## config.mk

```make
export PLATFORM = sky130hd
export DESIGN_NAME = wrr_arbiter
export DESIGN_NICKNAME = d
export VERILOG_FILES = /design/src/rtl/wrr_arbiter.sv
export SDC_FILE = /design/constraint.sdc
export NUM_CORES = 1
export LEC_CHECK = 0
export BUFFER_PORTS_ARGS = -buffer_cell sky130_fd_sc_hd__buf_2
export CAP_MARGIN = 30
export CELL_PAD_IN_SITES_DETAIL_PLACEMENT = 1
export CELL_PAD_IN_SITES_GLOBAL_PLACEMENT = 1
export CORE_MARGIN = 4
export CORE_UTILIZATION = 42
export DETAILED_ROUTE_END_ITERATION = 12
export PLACE_DENSITY = 0.83
export RECOVER_POWER = 50
export SLEW_MARGIN = 20
export SYNTH_ARGS = -nofsm -noshare
export SYNTH_HDL_FRONTEND = slang
export SYNTH_SLANG_ARGS = --single-unit
```

## constraint.sdc

```tcl
create_clock -name clk -period 8.3 [get_ports clk]
set_clock_uncertainty 0.15 [all_clocks]
set_input_delay 2.49 -clock clk [delete_from_list [all_inputs] [get_ports clk]]
set_output_delay 2.49 -clock clk [all_outputs]
set_load 0.02 [all_outputs]
```

## src/rtl/wrr_arbiter.sv

```systemverilog
// rtl/wrr_arbiter.sv - weighted round-robin arbiter with burst credits, grant lock and clock enable
// One registered stage: a request sampled at an edge shows up on sel right after that edge.
module wrr_arbiter #(
    parameter int N  = 8,
    parameter int WW = 4
) (
    input  logic                  clk,
    input  logic                  rst,
    input  logic                  ce,
    input  logic [N-1:0]          req,
    input  logic [N-1:0]          lock,
    input  logic [N*WW-1:0]       weight,
    output logic [N-1:0]          sel,
    output logic [$clog2(N):0]    sel_enc,
    output logic                  gnt_new
);

    localparam int IW = $clog2(N);

    typedef enum logic {
        IDLE = 1'b0,
        BUSY = 1'b1
    } state_t;

    state_t          r_state;
    logic [N-1:0]    r_sel;
    logic [IW:0]     r_enc;
    logic            r_gnt_new;
    logic [WW-1:0]   r_cnt;
    logic [IW-1:0]   r_ptr;

    state_t          w_state_nxt;
    logic [N-1:0]    w_sel_nxt;
    logic [IW:0]     w_enc_nxt;
    logic            w_gnt_nxt;
    logic [WW-1:0]   w_cnt_nxt;
    logic [IW-1:0]   w_ptr_nxt;

    logic            w_found;
    logic [IW-1:0]   w_next;
    logic [IW-1:0]   w_idx;
    logic [WW-1:0]   w_wsel;
    logic [WW-1:0]   w_load;
    int              w_sum;

    // Circular search from the last grant: ptr+1 first, ptr itself last.
    // r_ptr always equals the current owner while BUSY, so one search serves both states.
    always_comb begin
        w_found = 1'b0;
        w_next  = r_ptr;
        w_idx   = r_ptr;
        w_sum   = 0;
        for (int k = 1; k <= N; k++) begin
            w_sum = int'(r_ptr) + k;
            if (w_sum >= N) begin
                w_sum = w_sum - N;
            end
            w_idx = IW'(w_sum);
            if (!w_found && req[w_idx]) begin
                w_found = 1'b1;
                w_next  = w_idx;
            end
        end
    end

    // Credit load for the candidate; a zero weight still grants one cycle.
    always_comb begin
        w_wsel = '0;
        for (int i = 0; i < N; i++) begin
            if (w_next == IW'(i)) begin
                w_wsel = weight[i*WW +: WW];
            end
        end
        w_load = (w_wsel == '0) ? '0 : (w_wsel - WW'(1));
    end

    always_comb begin
        w_state_nxt = r_state;
        w_sel_nxt   = r_sel;
        w_enc_nxt   = r_enc;
        w_gnt_nxt   = 1'b0;
        w_cnt_nxt   = r_cnt;
        w_ptr_nxt   = r_ptr;

        case (r_state)
            IDLE: begin
                if (w_found) begin
                    w_state_nxt         = BUSY;
                    w_sel_nxt           = '0;
                    w_sel_nxt[w_next]   = 1'b1;
                    w_enc_nxt           = {1'b0, w_next};
                    w_gnt_nxt           = 1'b1;
                    w_ptr_nxt           = w_next;
                    w_cnt_nxt           = w_load;
                end
            end
            BUSY: begin
                if (lock[r_ptr]) begin
                    w_state_nxt = BUSY;
                end else if (req[r_ptr] && (r_cnt != '0)) begin
                    w_cnt_nxt = r_cnt - WW'(1);
                end else if (w_found) begin
                    w_sel_nxt           = '0;
                    w_sel_nxt[w_next]   = 1'b1;
                    w_enc_nxt           = {1'b0, w_next};
                    w_gnt_nxt           = 1'b1;
                    w_ptr_nxt           = w_next;
                    w_cnt_nxt           = w_load;
                end else begin
                    w_state_nxt = IDLE;
                    w_sel_nxt   = '0;
                    w_enc_nxt   = '1;
                    w_cnt_nxt   = '0;
                end
            end
            default: begin
                w_state_nxt = IDLE;
                w_sel_nxt   = '0;
                w_enc_nxt   = '1;
                w_cnt_nxt   = '0;
            end
        endcase
    end

    // gnt_new is a pulse: it drops on any frozen cycle rather than holding.
    always_ff @(posedge clk) begin
        if (rst) begin
            r_state   <= IDLE;
            r_sel     <= '0;
            r_enc     <= '1;
            r_gnt_new <= 1'b0;
            r_cnt     <= '0;
            r_ptr     <= IW'(N - 1);
        end else if (ce) begin
            r_state   <= w_state_nxt;
            r_sel     <= w_sel_nxt;
            r_enc     <= w_enc_nxt;
            r_gnt_new <= w_gnt_nxt;
            r_cnt     <= w_cnt_nxt;
            r_ptr     <= w_ptr_nxt;
        end else begin
            r_gnt_new <= 1'b0;
        end
    end

    assign sel     = r_sel;
    assign sel_enc = r_enc;
    assign gnt_new = r_gnt_new;

endmodule
```

# [Yosys cells after proc, flatten, opt, wreduce, memory -nomap -nowiden]
# Cells that the tools add are included.
[word_totals] ff_bits=21 latch_bits=0 ram_bits=0 romBits=0 input_bits=51 word_cells=159 n_memories=0
[op_classes] add_sub_neg=18 n_mul=0 div=0 magnitude_cmp=19 n_eq_ne=10 n_shift=0 mux=81 bitwise_logic=2 reduce_logical=23
[op_table] cell="$mux W4" count=17
[op_table] cell="$mux W3" count=19
[op_table] cell="$lt A3 B4 Y1 const B" count=10
[op_table] cell="$mux W8" count=4
[op_table] cell="$bmux W1 S3" count=10
[op_table] cell="$ge A4 B4 Y1 const B" count=7
[op_table] cell="$mux W1" count=24
[op_table] cell="$sub A3 B1 Y3 const B" count=8
[op_table] cell="$add A3 B3 Y4 const B" count=4
[op_table] cell="$pmux W4 S2" count=2
[op_table] cell="$pmux W8 S2" count=1
[op_table] cell="$eq A3 B3 Y1 const B" count=4
[op_table] cell="$logic_and A1 B1 Y1" count=9
[op_table] cell="$add A3 B2 Y4 const B" count=2
[op_table] cell="$sub A4 B1 Y4 const B" count=2
[op_table] cell="$logic_not A1 Y1" count=7
[op_table] cell="$eq A3 B2 Y1 const B" count=2
[op_table] cell="$ne A2 B2 Y1 const B" count=3
[op_table] cell="$pmux W3 S2" count=1
[op_table] cell="$reduce_and A3 Y1" count=2
[op_table] cell="$add A3 B4 Y5 const B" count=1
[op_table] cell="$ge A5 B4 Y1 const B" count=1
[op_table] cell="$add A3 B1 Y4 const B" count=1
[op_table] cell="$logic_not A4 Y1" count=1
[op_table] cell="9 further kinds" count=11

# [Longest topological paths before layout]
[depth] ltp_word=42 mapped_depth=17 depth_no_buf=13

# [Worst setup path after synthesis]
# Ideal clock, no wire load.
[synth_path] kind="input-to-reg" from="input port req[2]" to="register r_cnt[2]" t_arrival_ns=4.965 required_ns=8.035 slack_ns=3.071 path_stages=12 n_path_buf=1 cell_sequence="mux4_2 -> nor4_4 -> and4_4 -> a211oi_4 -> xnor2_4 -> buf_8 -> mux2i_1 -> nand3_1 -> nand4_4 -> a21o_1 -> o21ai_1 -> o21a_1"
[synth_between] elab_chain_len=39 elab_cells_between_ends=75
[synth_lines] item="start: declaration" line="10" text="input logic [N-1:0] req,"
[synth_lines] item="$bmux W1 S3" line="59" text="if (!w_found && req[w_idx]) begin"
[synth_lines] item="$mux W1 (not written as such)" line="59"
[synth_lines] item="$mux W1" line="59"
[synth_lines] item="$logic_not A1 Y1" line="59"
[synth_lines] item="$logic_and A1 B1 Y1" line="59"
[synth_lines] item="$mux W1" line="59"
[synth_lines] item="$logic_not A1 Y1" line="59"
[synth_lines] item="$logic_and A1 B1 Y1" line="59"
[synth_lines] item="(+16 left out)"
[synth_lines] item="$logic_not A3 Y1" line="70" text="if (w_next == IW'(i)) begin"
[synth_lines] item="$mux W4 (8 in series)" line="70"
[synth_lines] item="$sub A4 B1 Y4 / $logic_not A4 Y1 (equally long branches)" line="74" text="w_load = (w_wsel == '0) ? '0 : (w_wsel - WW'(1));"
[synth_lines] item="$mux W4" line="74"
[synth_lines] item="$mux W4" line="102" text="end else if (w_found) begin"
[synth_lines] item="$mux W4" line="100" text="end else if (req[r_ptr] && (r_cnt != '0)) begin"
[synth_lines] item="$mux W4" line="98" text="if (lock[r_ptr]) begin"
[synth_lines] item="$pmux W4 S2" line="85" text="case (r_state)"
[synth_lines] item="end signal: assignment" line="139" text="r_cnt <= w_cnt_nxt;"
[synth_lines] item="end: declaration" line="29" text="logic [WW-1:0] r_cnt;"
# Several ways; a longest one is shown, not always the timed one. The select of a mux whose other input is x is not followed.
# A chain may end at the register's enable or synchronous reset.

# [Final worst setup path]
[layout_path] from="input port req[2]" to="register r_cnt[0]"
# Same word-level chain as after synthesis.

==> metrics.md <==
| Metric | Value |
|---|---|
| Die span in x | `80.5 um` |
| Crit path required time | `8300 ps` |
| EDFF count, synth | `0` |
| Remaining global-route overflow | `0` |
| VDD IR-drop max | `0.164 mV` |
| First-pass GRT wire length | `10300 um` |
| Postcts setup bufs | `0` |
| Sink Count | `21` |
| Tot GR Track Use | `0.200` |
| HPWL after DPL | `5100 um` |
| Max Cap Viol | `0` |
| Fraction of the yosys area taken by sequential cells | `0.191` |
| I/O Buffers | `63` |
| Final period util | `0.708` |
| Skew-Pair Late Insertion Delay | `270 ps` |
| Chip height | `80.5 um` |
| Pins Over Slew Limit | `0` |
| Root Buffer | `clkbuf_8` |
| Pwr Total | `1.18 mW` |
| TritonCTS buffer count | `3` |
| Worst path max stage delay | `630 ps` |
| Placer Congestion | `0.831` |
| P_leak | `1.08 nW` |
| Cell internal pwr | `0.559 mW` |
| IO Pins | `64` |
| Std-Cell Rows | `26` |
| Syn_nets | `302` |
| CTS clk-pin slew, worst paths | `80 ps` |
| Die ar. | `6480 um^2` |
| Slew @ Worst Pin | `757 ps` |
| Achievable clock frequency | `170 MHz` |
| Worst EP arrival | `5880 ps` |
| H-tree level count | `1` |
| Crit path kind | `input port to register` |
| Cell mode on critical path | `mux2i_1` |
| Rel. slew slack | `0.492` |
| Residual DRC | `0` |
| Largest net degree at the start of global routing | `23` |
| RSZ-0062 raised after global routing | `no` |
| Initial antenna violation count | `0` |
| Endpoints failing setup | `0` |
| Mapped Avg Cell Area | `8.89 um^2` |
| CP endpoint kind | `register` |
| Vias in the first global route | `2202` |
| Layout cells sized above 1 | `0.280` |
| Post-Syn Area | `2210 um^2` |
| Seq cells post-synth | `21` |
| Combinational share of power | `0.800` |
| Synth Warn # | `0` |
| Outcome | `complete, no violations` |
| P_sw | `0.621 mW` |
| Endpoints failing hold | `0` |
| Antenna viol nets, final | `0` |
| Vias per cell | `5.66` |
| CTS tree | `built` |
| Routed WL | `6310 um` |
| Slowest cell on crit path | `xnor2_4` |
| Power per cell area | `457 nW/um^2` |
| Core ar. | `5110 um^2` |
| Post-Route Setup TNS | `0 ps` |
| Drt pass-1 iters | `4` |
| Post_cts resized | `0` |
| Hold-fix buffers, CTS | `0` |
| Synth unique cells | `52` |
| Min cycle time layout | `5880 ps` |
| Initial Util | `0.432` |
| Sequential share of power | `0.141` |
| Worst Hold Class | `register to register` |
| Iteration-0 DRC Markers | `105` |
| Switching portion of total power | `0.526` |
| Synth async-reset ratio | `0` |
| CP max FO | `19` |
| Clock tree buffer depth | `2` |
| Clock power frac | `0.059` |
| Layout area overhead | `17.0%` |
| Syn Inst Count | `248` |
| Nets@finish | `362` |
| CP Cell Sequence | `clkbuf_1 -> mux4_2 -> nor4_1 -> and4_4 -> a211oi_4 -> xnor2_4 -> mux2i_1 -> mux2i_1 -> mux2i_1 -> nand3_1 -> a31oi_1 -> nor3_1` |
| Routed WL per cell | `16.7 um` |
| Critical path launch point type | `input port` |
| Vias post-DR | `2134` |
| Ant diodes | `0` |
| Main synth FF type | `dfxtp_1` |
## critical path, delay by kind of cell
kind            cells  cell delay [ps]
xor+xnor            1              630
mux                 4             1230
buf+inv             1              140
simple gates        4             1120
compound gates      2              260
## kinds of logic (layout without fill, tap and decap cells)
logic type | Yosys count | count (layout) | share of synthesized area
compound gates | 50 | 50 | 0.147
xor+xnor | 8 | 8 | 0.0403
fa+ha+maj | 3 | 3 | 0.0170
buf+inv | 18 | 77 | 0.0459
flops | 21 | 21 | 0.191
mux | 47 | 47 | 0.316
simple gates | 101 | 101 | 0.243
## synthesized netlist by cell type, drive strengths merged, types with 2 or more instances
cell / number / share of area
nor3: 9 / 0.020
a211oi: 2 / 0.012
o21bai: 2 / 0.0068
mux4: 15 / 0.16
nand2: 32 / 0.054
inv: 8 / 0.014
dfxtp: 21 / 0.19
ha: 3 / 0.017
nand3: 18 / 0.041
or3b: 2 / 0.0079
xor2: 2 / 0.0079
nor2b: 3 / 0.0085
buf: 9 / 0.031
o21a: 5 / 0.017
o21ai: 22 / 0.050
or2: 3 / 0.0085
xnor2: 6 / 0.032
or3: 2 / 0.0057
mux2i: 27 / 0.13
a21oi: 7 / 0.016
mux2: 5 / 0.026
nand4: 4 / 0.028
a31oi: 2 / 0.0057
o211ai: 2 / 0.0068
nor2: 20 / 0.034
## per-stage QoR
stage          area [um^2]   util  setup WS [ps]  hold slack (ps)  instances
2_1_floorplan         2210      -           3070              339        248
3_3_place_gp          2540  0.497           2440              280        371
3_5_place_dp          2540  0.497           2420              291        371
4_1_cts               2580  0.506           2690              310        375
5_1_grt               2580  0.505           2200              342        377
6_report              2580  0.505           2420              310        377
## power by group through the flow
| stage | combinational [mW] | sequential [mW] | clock (mW) |
|---|---|---|---|
| floorplan | 0.772 | 0.178 | 0 |
| finish | 0.944 | 0.166 | 0.0691 |
| detailed placement | 0.924 | 0.185 | 0 |
| global route | 1.04 | 0.171 | 0.0736 |
| global placement | 0.906 | 0.183 | 0 |
| CTS | 0.930 | 0.183 | 0.0702 |
## cell type report
class / instances / area, um^2
fillers: 649 / 2530
flip-flops and latches: 21 / 420
repair buffers: 65 / 328
clock inverters: 1 / 5.00
multi-input cells: 209 / 1670
well taps: 70 / 87.6
clock buffers: 3 / 41.3
inverters: 8 / 30.0
## layer usage
layer	GRT usage	vias up	routed length, um	share of wire
met2	0.363	32	3270	0.52
met3	0.0325	6	170	0.027
li1	-	1044	-	-
met4	0.0203	0	31	0.0049
met5	0	-	0	0
met1	0.256	1052	2830	0.45
## cells in the final DEF, fill, tap and decap left out, types with 9 or more instances in the layout
cell	synthesis	routed
mux2i_1	25	25
dfxtp_1	21	21
o21ai_0	19	19
clkbuf_1	1	14
nor3_1	9	9
mux4_2	13	13
nand3_1	18	18
nor2_1	20	20
buf_2	6	49
nand2_1	32	32
## flip-flops by register name, indices dropped and copies added (netlist names)
register	count
sel	8
r_cnt	4
sel_enc	4
r_ptr	3
gnt_new	1
r_state	1
## final timing paths
path	end	slack (ps)	from	depth (start not counted)
min	sel[0]$_SDFFE_PP0P_	310	sel[0]$_SDFFE_PP0P_	2
min reg2reg	sel[0]$_SDFFE_PP0P_	310	sel[0]$_SDFFE_PP0P_	2
max	r_cnt[0]$_SDFFE_PP0P_	2420	req[2]	12
max reg2reg	r_cnt[0]$_SDFFE_PP0P_	3450	r_ptr[0]$_SDFFE_PP1P_	14
No activity file was read; power rests on OpenSTA's default activity.
